## src/rtl/i2c_slave_rx.sv

```systemverilog
// i2c_slave_rx: write-only I2C target receiver.
//
// Samples the externally driven SCL/SDA lines and detects START, repeated
// START and STOP. It matches a 7-bit address and shifts in write-data bytes
// MSB first. ACK/NACK is driven on SDA through an open-drain enable. Read
// requests and foreign addresses are ignored, so they are NACKed by the bus
// pull-up.
//
// Ports:
//   clk        system clock
//   reset      asynchronous active-high reset
//   scl_in     raw SCL pin level
//   sda_in     raw SDA pin level
//   sda_oe     1 = pull SDA low (ACK), 0 = release SDA
//   rx_data    last received data byte
//   rx_valid   one-cycle pulse when rx_data is updated
//   rx_ready   fabric can accept a byte; sampled when a byte completes
//   addressed  high from address ACK until STOP, repeated START or NACK
//   start_det  one-cycle pulse on START / repeated START
//   stop_det   one-cycle pulse on STOP
//   overrun    sticky; a byte was NACKed because rx_ready was low
//
// Build option:
//   I2C_GLITCH_FILTER_EN  when defined, each synchronized line only changes
//                         after FILTER_LEN consecutive identical samples.
module i2c_slave_rx #(
    parameter logic [6:0] SLAVE_ADDR = 7'h42,
    parameter int         FILTER_LEN = 3
) (
    input  logic       clk,
    input  logic       reset,
    input  logic       scl_in,
    input  logic       sda_in,
    output logic       sda_oe,
    output logic [7:0] rx_data,
    output logic       rx_valid,
    input  logic       rx_ready,
    output logic       addressed,
    output logic       start_det,
    output logic       stop_det,
    output logic       overrun
);

    typedef enum logic [2:0] {
        IDLE,
        ADDR,
        ADDR_ACK,
        DATA,
        DATA_ACK,
        IGNORE
    } state_t;

    logic [1:0] scl_sync;
    logic [1:0] sda_sync;
    logic       scl_f;
    logic       sda_f;
    logic       scl_q;
    logic       sda_q;

    // Two-flop synchronizers, preset high so reset looks like an idle bus.
    always_ff @(posedge clk or posedge reset) begin
        if (reset) begin
            scl_sync <= 2'b11;
            sda_sync <= 2'b11;
        end else begin
            scl_sync <= {scl_sync[0], scl_in};
            sda_sync <= {sda_sync[0], sda_in};
        end
    end

`ifdef I2C_GLITCH_FILTER_EN
    logic [3:0] scl_cnt;
    logic [3:0] sda_cnt;
    logic       scl_filt;
    logic       sda_filt;

    // Each counter tracks how many consecutive samples disagree with the
    // filtered level; the level flips on the FILTER_LEN-th disagreeing sample.
    always_ff @(posedge clk or posedge reset) begin
        if (reset) begin
            scl_cnt  <= '0;
            sda_cnt  <= '0;
            scl_filt <= 1'b1;
            sda_filt <= 1'b1;
        end else begin
            if (scl_sync[1] == scl_filt) begin
                scl_cnt <= '0;
            end else if (scl_cnt == 4'(FILTER_LEN - 1)) begin
                scl_filt <= scl_sync[1];
                scl_cnt  <= '0;
            end else begin
                scl_cnt <= scl_cnt + 4'd1;
            end
            if (sda_sync[1] == sda_filt) begin
                sda_cnt <= '0;
            end else if (sda_cnt == 4'(FILTER_LEN - 1)) begin
                sda_filt <= sda_sync[1];
                sda_cnt  <= '0;
            end else begin
                sda_cnt <= sda_cnt + 4'd1;
            end
        end
    end

    assign scl_f = scl_filt;
    assign sda_f = sda_filt;
`else
    assign scl_f = scl_sync[1];
    assign sda_f = sda_sync[1];
`endif

    // History flops: an edge is a difference between current and previous.
    always_ff @(posedge clk or posedge reset) begin
        if (reset) begin
            scl_q <= 1'b1;
            sda_q <= 1'b1;
        end else begin
            scl_q <= scl_f;
            sda_q <= sda_f;
        end
    end

    logic scl_rise;
    logic scl_fall;
    logic scl_stable_high;
    logic start_cond;
    logic stop_cond;

    assign scl_rise        = scl_f & ~scl_q;
    assign scl_fall        = ~scl_f & scl_q;
    // SCL high and not toggling: a simultaneous SCL/SDA edge is plain data.
    assign scl_stable_high = scl_f & scl_q;
    assign start_cond      = scl_stable_high & ~sda_f & sda_q;
    assign stop_cond       = scl_stable_high & sda_f & ~sda_q;

    state_t     state, state_next;
    logic [3:0] bit_cnt, bit_cnt_next;
    logic [7:0] shift, shift_next;
    logic [7:0] shift_in;
    logic [7:0] rx_data_next;
    logic       sda_oe_next;
    logic       rx_valid_next;
    logic       addressed_next;
    logic       start_det_next;
    logic       stop_det_next;
    logic       overrun_next;

    assign shift_in = {shift[6:0], sda_f};

    always_ff @(posedge clk or posedge reset) begin
        if (reset) begin
            state     <= IDLE;
            bit_cnt   <= '0;
            shift     <= '0;
            rx_data   <= '0;
            sda_oe    <= 1'b0;
            rx_valid  <= 1'b0;
            addressed <= 1'b0;
            start_det <= 1'b0;
            stop_det  <= 1'b0;
            overrun   <= 1'b0;
        end else begin
            state     <= state_next;
            bit_cnt   <= bit_cnt_next;
            shift     <= shift_next;
            rx_data   <= rx_data_next;
            sda_oe    <= sda_oe_next;
            rx_valid  <= rx_valid_next;
            addressed <= addressed_next;
            start_det <= start_det_next;
            stop_det  <= stop_det_next;
            overrun   <= overrun_next;
        end
    end

    // In the ACK states the current sda_oe level tells which of the two
    // falling edges this is: the first grabs SDA, the second releases it.
    always_comb begin
        state_next     = state;
        bit_cnt_next   = bit_cnt;
        shift_next     = shift;
        rx_data_next   = rx_data;
        sda_oe_next    = sda_oe;
        rx_valid_next  = 1'b0;
        addressed_next = addressed;
        start_det_next = 1'b0;
        stop_det_next  = 1'b0;
        overrun_next   = overrun;

        if (start_cond) begin
            start_det_next = 1'b1;
            state_next     = ADDR;
            bit_cnt_next   = '0;
            sda_oe_next    = 1'b0;
            addressed_next = 1'b0;
            overrun_next   = 1'b0;
        end else if (stop_cond) begin
            stop_det_next  = 1'b1;
            state_next     = IDLE;
            bit_cnt_next   = '0;
            sda_oe_next    = 1'b0;
            addressed_next = 1'b0;
        end else begin
            case (state)
                ADDR: begin
                    if (scl_rise) begin
                        shift_next = shift_in;
                        if (bit_cnt == 4'd7) begin
                            bit_cnt_next = '0;
                            if (shift_in[7:1] == SLAVE_ADDR && !shift_in[0]) begin
                                state_next = ADDR_ACK;
                            end else begin
                                state_next = IGNORE;
                            end
                        end else begin
                            bit_cnt_next = bit_cnt + 4'd1;
                        end
                    end
                end
                ADDR_ACK: begin
                    if (scl_fall) begin
                        if (!sda_oe) begin
                            sda_oe_next    = 1'b1;
                            addressed_next = 1'b1;
                        end else begin
                            sda_oe_next = 1'b0;
                            state_next  = DATA;
                        end
                    end
                end
                DATA: begin
                    if (scl_rise) begin
                        shift_next = shift_in;
                        if (bit_cnt == 4'd7) begin
                            bit_cnt_next = '0;
                            if (rx_ready) begin
                                rx_data_next  = shift_in;
                                rx_valid_next = 1'b1;
                                state_next    = DATA_ACK;
                            end else begin
                                overrun_next   = 1'b1;
                                addressed_next = 1'b0;
                                state_next     = IGNORE;
                            end
                        end else begin
                            bit_cnt_next = bit_cnt + 4'd1;
                        end
                    end
                end
                DATA_ACK: begin
                    if (scl_fall) begin
                        if (!sda_oe) begin
                            sda_oe_next = 1'b1;
                        end else begin
                            sda_oe_next  = 1'b0;
                            bit_cnt_next = '0;
                            state_next   = DATA;
                        end
                    end
                end
                IGNORE: begin
                    sda_oe_next = 1'b0;
                end
                default: begin
                end
            endcase
        end
    end

endmodule
```

## config.mk

```make
export PLATFORM = sky130hd
export DESIGN_NAME = i2c_slave_rx
export DESIGN_NICKNAME = d
export VERILOG_FILES = /design/src/rtl/i2c_slave_rx.sv
export SDC_FILE = /design/constraint.sdc
export NUM_CORES = 1
export LEC_CHECK = 0
export BUFFER_PORTS_ARGS = -buffer_cell sky130_fd_sc_hd__buf_4
export CAP_MARGIN = 30
export CORE_ASPECT_RATIO = 0.75
export CORE_MARGIN = 2
export CORE_UTILIZATION = 54
export CTS_CLUSTER_DIAMETER = 150
export CTS_CLUSTER_SIZE = 25
export DETAILED_ROUTE_END_ITERATION = 7
export GPL_TIMING_DRIVEN = 0
export HOLD_SLACK_MARGIN = 0.08
export PLACE_DENSITY = 0.75
export SLEW_MARGIN = 20
export SYNTH_ARGS = -nofsm -noshare
export SYNTH_HDL_FRONTEND = slang
export SYNTH_SLANG_ARGS = --single-unit
```

## constraint.sdc

```tcl
create_clock -name clk -period 4.1 [get_ports clk]
set_input_delay 0.41 -clock clk [delete_from_list [all_inputs] [get_ports clk]]
set_output_delay 0.41 -clock clk [all_outputs]
set_load 0.02 [all_outputs]
```

== After elaboration in Yosys (flattened, before gate mapping) ==
Cells that the tools add are included.
Cells by class
  add/sub/neg operators: 1
  equality and inequality tests: 21
  muxes and demuxes: 46
  bitwise operators: 13
  reductions and logical operators: 18
Operator list (number)
  != test 4 bit (second input constant): 9
  two-way mux 1 bit: 27
  two-way mux 3 bit: 9
  two-way mux 4 bit: 6
  != test 4 x 1 -> 1 bit (second input constant): 3
  AND reduction 6 bit: 2
  nonzero test 4 bit: 3
  one-hot mux 3 bit (3 select lines): 1
  one-hot mux 4 bit (2 select lines): 1
  AND reduction 4 bit: 2
  bitwise AND 1 bit: 7
  == test 7 bit (second input constant): 1
  AND reduction 7 bit: 1
  == test 3 x 2 -> 1 bit (second input constant): 2
  == test 3 bit (second input constant): 2
  NOT 1 bit: 6
  nonzero test 2 bit: 3
  AND reduction 5 bit: 1
  nonzero test 5 bit: 1
  adder 4 x 1 -> 4 bit (second input constant): 1
  == test 4 x 3 -> 1 bit (second input constant): 1
  one-hot mux 1 bit (2 select lines): 2
  OR reduction 2 bit: 2
  == test 3 x 1 -> 1 bit (second input constant): 1
  other kinds (5): 5
Word-level totals
  register bits: 34
  bits of input ports: 5
  output and inout bits: 14
  word-level logic and storage cells: 113

== Logic depth before layout (Yosys ltp) ==
  depth in word-level cells: 8
  gate-level depth with buffers: 6

== Worst setup path before layout ==
No wires, ideal clock.
  path kind: reg2reg
  start: reg bit_cnt[0]
  end: reg rx_data[0]
  arrival: 1.502 ns
  required time: 3.975 ns
  slack: 2.474 ns
  cell stages (with the launch flop): 6
  path buffers: 0
  period minus slack after synthesis: 1.626 ns
  cell sequence: dfrtp_1 > ha_1 > nand3b_1 > nor3b_2 > nand4_2 > mux2_2
Between the ends
  longest elaborated chain between the ends: 2
Ends and longest elaborated chain
  from (decl): line 137  | logic [3:0] bit_cnt, bit_cnt_next;
  from (signal assigned): line 164  | bit_cnt <= bit_cnt_next;
  == test 4 x 3 -> 1 bit: line 234  | if (bit_cnt == 4'd7) begin
  AND reduction 6 bit (no source line)
  to (signal assigned): line 166  | rx_data <= rx_data_next;
  to (decl): line 35  | output logic [7:0] rx_data,
No other way between the ends.
A chain may end at the register's enable or synchronous reset.

== Worst setup path in the final report ==
  start: reg bit_cnt[0]
  end: reg rx_data[7]
Same word-level chain as after synthesis.

==> impl_metrics.toml <==
[worst_setup_path]
critPathLaunchType = "register"
crit_buf_inv = 0
cp.arrival_ns = 2.15
path_depth = 5
critical_path_class = "register to register"
cp-end-kind = "register"
cpLargestDelayFamily = "simple AND/OR/NAND/NOR gates"
cp_max_fo = 8
max_stage_delay_ns = 0.40
required_ns = 4.27
reg2reg_depth = 5
slowest_stage = "dfrtp_1"
path_cells = "ha_1, nand3b_1, nor3b_2, nand4_2, mux2_2"

[floorplan]
die_w_um = 66.9
rows = 17
die_area_um2 = 3420
core_area_um2 = 2890
die_h_um = 51.2
io_pins = 19
start_util_pct = 55.4

[clock_network]
cts_tree = "built"
cts-resized-gates = 0
clkLatencyLatePin_ns = 0.29
postCtsSetupBuffers = 0
cts.sinks = 34
cts_max_path_buffers = 2
hold_buffers = 0
cts_buffers = 5
path_clk_slew_ns = 0.07
h-tree-depth = 2
cts_root_buffer = "clkbuf_8"

[pwr]
internal_power_w = 0.000590
switching_share_pct = 29.9
p_sw_w = 0.000252
p_clk_share_pct = 30.2
seqPwrFrac_pct = 52.5
finalPower_w = 0.000841
ir_drop_uv = 309
p_per_area_nw_per_um2 = 448
p_leak_nw = 0.902
combPwrFrac_pct = 17.2

[finish]
fin_nets = 176
diodes = 0
stdcell_area_um2 = 1880
fillers = 253
regArea_um2 = 858
final_util_pct = 64.9
drive_gt1_share_pct = 29.8
syn_to_final_growth_pct = 17.1
multi_input_area_um2 = 679

[grt]
grt_max_degree = 35
met1_usage_pct = 28.6
grt_pass1_wl_mm = 5.53
grt_pass1_vias = 1172
grt_antenna_before_repair = 0
use_met3_pct = 9.69
busiest_layer = "met2"
track_usage_pct = 22.8
grt-ovfl-total = 0
globalRouteMet2Util_pct = 35.0

[sta]
worst_slew_pin_slew_ns = 0.692
min_period_over_period_pct = 48.4
report.final.slew_viol_count = 0
setup_tns_ns = 0
fmax_ghz = 0.504
setup_viol = 0
skew_ns = 0.00654
rsz0062_at_grt = "no"
hold_viol = 0
whs_ns = 0.227
max_slew_margin_pct = 53.8
min_period_ns = 1.98

[logic_synthesis]
synth.yosys.seq_area_share_pct = 53.6
synth_seq_cells = 34
synth_nets = 151
ys_types = 43
yosys_warnings = 0
synth_edf_count = 0
synth.avg_cell_area_um2 = 11.1
ys.flop_type = "dfrtp_1"
synthArstFlopShare_pct = 100
synth_area_um2 = 1600
syn_inst = 145

[drt]
drt-vias-per-instance = 5.81
dr.pass1.iters = 4
antenna_left = 0
totalWireLength_mm = 3.29
vias = 1215
wl_per_cell_um = 15.7
route.detailed.drc = 0
drt_iter0_markers = 118

[place]
place_area_um2 = 1790
gp_congestion = 0.864
place_hpwl_mm = 2.32
io_buffers = 18

[worst_hold_path]
hold_path_class = "input pin to register"
holdPathStages = 1

[job]
max_cap_violations = 0

[outcome]
status = "completed"
==> power by group through the flow <==
stage	combinational [W]	clock, W	sequential, W
final	0.000145	0.000254	0.000442
after global routing	0.000162	0.000271	0.000453
after CTS	0.000146	0.000258	0.000442
after detailed placement	0.000145	0	0.000447
after global placement	0.000139	0	0.000444
after floorplan	0.000107	0	0.000437
==> worst reg2reg max path, delay by kind of cell, from the launching register on <==
family,cells,cell delay (ns)
AND/OR/NAND/NOR,3,0.84
multiplexers,1,0.38
flip-flops,1,0.40
adder cells (fa/ha/maj),1,0.25
==> placed cells by master, fill, tap and decap left out, types with 3 or more instances in the layout <==
cell type | Yosys | final
dfstp_2 | 6 | 6
clkbuf_1 | 3 | 4
dfrtp_1 | 28 | 28
nor2_1 | 4 | 4
mux2_2 | 8 | 8
clkbuf_8 | 0 | 6
a31oi_1 | 5 | 5
a21oi_1 | 5 | 5
buf_2 | 3 | 3
nand3_1 | 5 | 5
nand4b_1 | 3 | 3
nand3b_1 | 3 | 3
buf_4 | 0 | 18
nand2_1 | 28 | 28
==> stage by stage <==
step	setup WS (ns)	std cells
after floorplan	2.47	145
after global placement	2.19	201
after detailed placement	2.13	201
after CTS	2.12	209
after global routing	1.97	209
final	2.12	209
==> synth_stat cells, drive strengths merged (2+ instances only) <==
master	instances	area, µm²
a31oi	5	31.3
inv	3	11.3
nand3b	3	22.5
dfstp	6	158
nand4	2	18.8
nand2b	2	12.5
buf	5	37.5
nor3b	3	27.5
nand2	28	105
xnor2	2	17.5
or3	2	12.5
a21oi	5	25.0
clkbuf	4	16.3
mux2	8	90.1
o31ai	2	15.0
o21a	2	15.0
a22oi	2	15.0
nor2	4	15.0
and4b	2	20.0
nand4b	3	26.3
mux2i	2	20.0
nor4b	2	17.5
dfrtp	28	701
nand3	5	25.0
==> cell type report <==
class,instances,area share [%]
Sequential cell,34,45.7
Buffer,9,2.87
Multi-Input combinational cell,99,36.2
Timing Repair Buffer,18,7.20
Tap cell,38,2.53
Clock inverter,1,0.267
Clock buffer,7,4.60
Inverter,3,0.600
==> worst paths after layout <==
kind                                   startpoint                     end  slack (ns)
setup reg to reg           bit_cnt[0]$_DFFE_PP0P_  rx_data[7]$_DFFE_PP0P_        2.12
hold reg to reg             sda_sync[0]$_DFF_PP1_   sda_sync[1]$_DFF_PP1_        0.36
hold / removal                             sda_in   sda_sync[0]$_DFF_PP1_        0.23
min in group asynchronous                   reset  rx_data[7]$_DFFE_PP0P_        0.24
max in group asynchronous                   reset     overrun$_DFFE_PP0P_        3.42
setup / recovery           bit_cnt[0]$_DFFE_PP0P_  rx_data[7]$_DFFE_PP0P_        2.12
==> state kept, by name, indices dropped and copies added (netlist names) <==
name and flops:
addressed 1, bit_cnt 4, overrun 1, rx_data 8
rx_valid 1, scl_q 1, scl_sync 2, sda_oe 1
sda_q 1, sda_sync 2, shift 7, start_det 1
state 3, stop_det 1
==> cells by family (layout without fill, tap and decap cells) <==
logic type      count (synthesis)  after routing  synth area share (%)
mux                            10             10                  6.87
compound gates                 22             22                  9.44
simple gates                   63             63                  23.7
flops                          34             34                  53.6
buf+inv                        12             38                  4.06
xor+xnor                        3              3                  1.64
fa+ha+maj                       1              1                 0.781
==> metal layers <==
metal | share of wire [%] | up-vias
li1 | - | 570
met1 | 45 | 606
met5 | 0 | -
met3 | 5.3 | 6
met4 | 1.7 | 0
met2 | 48 | 33
Note: power is estimated with default switching activity, not from simulation.
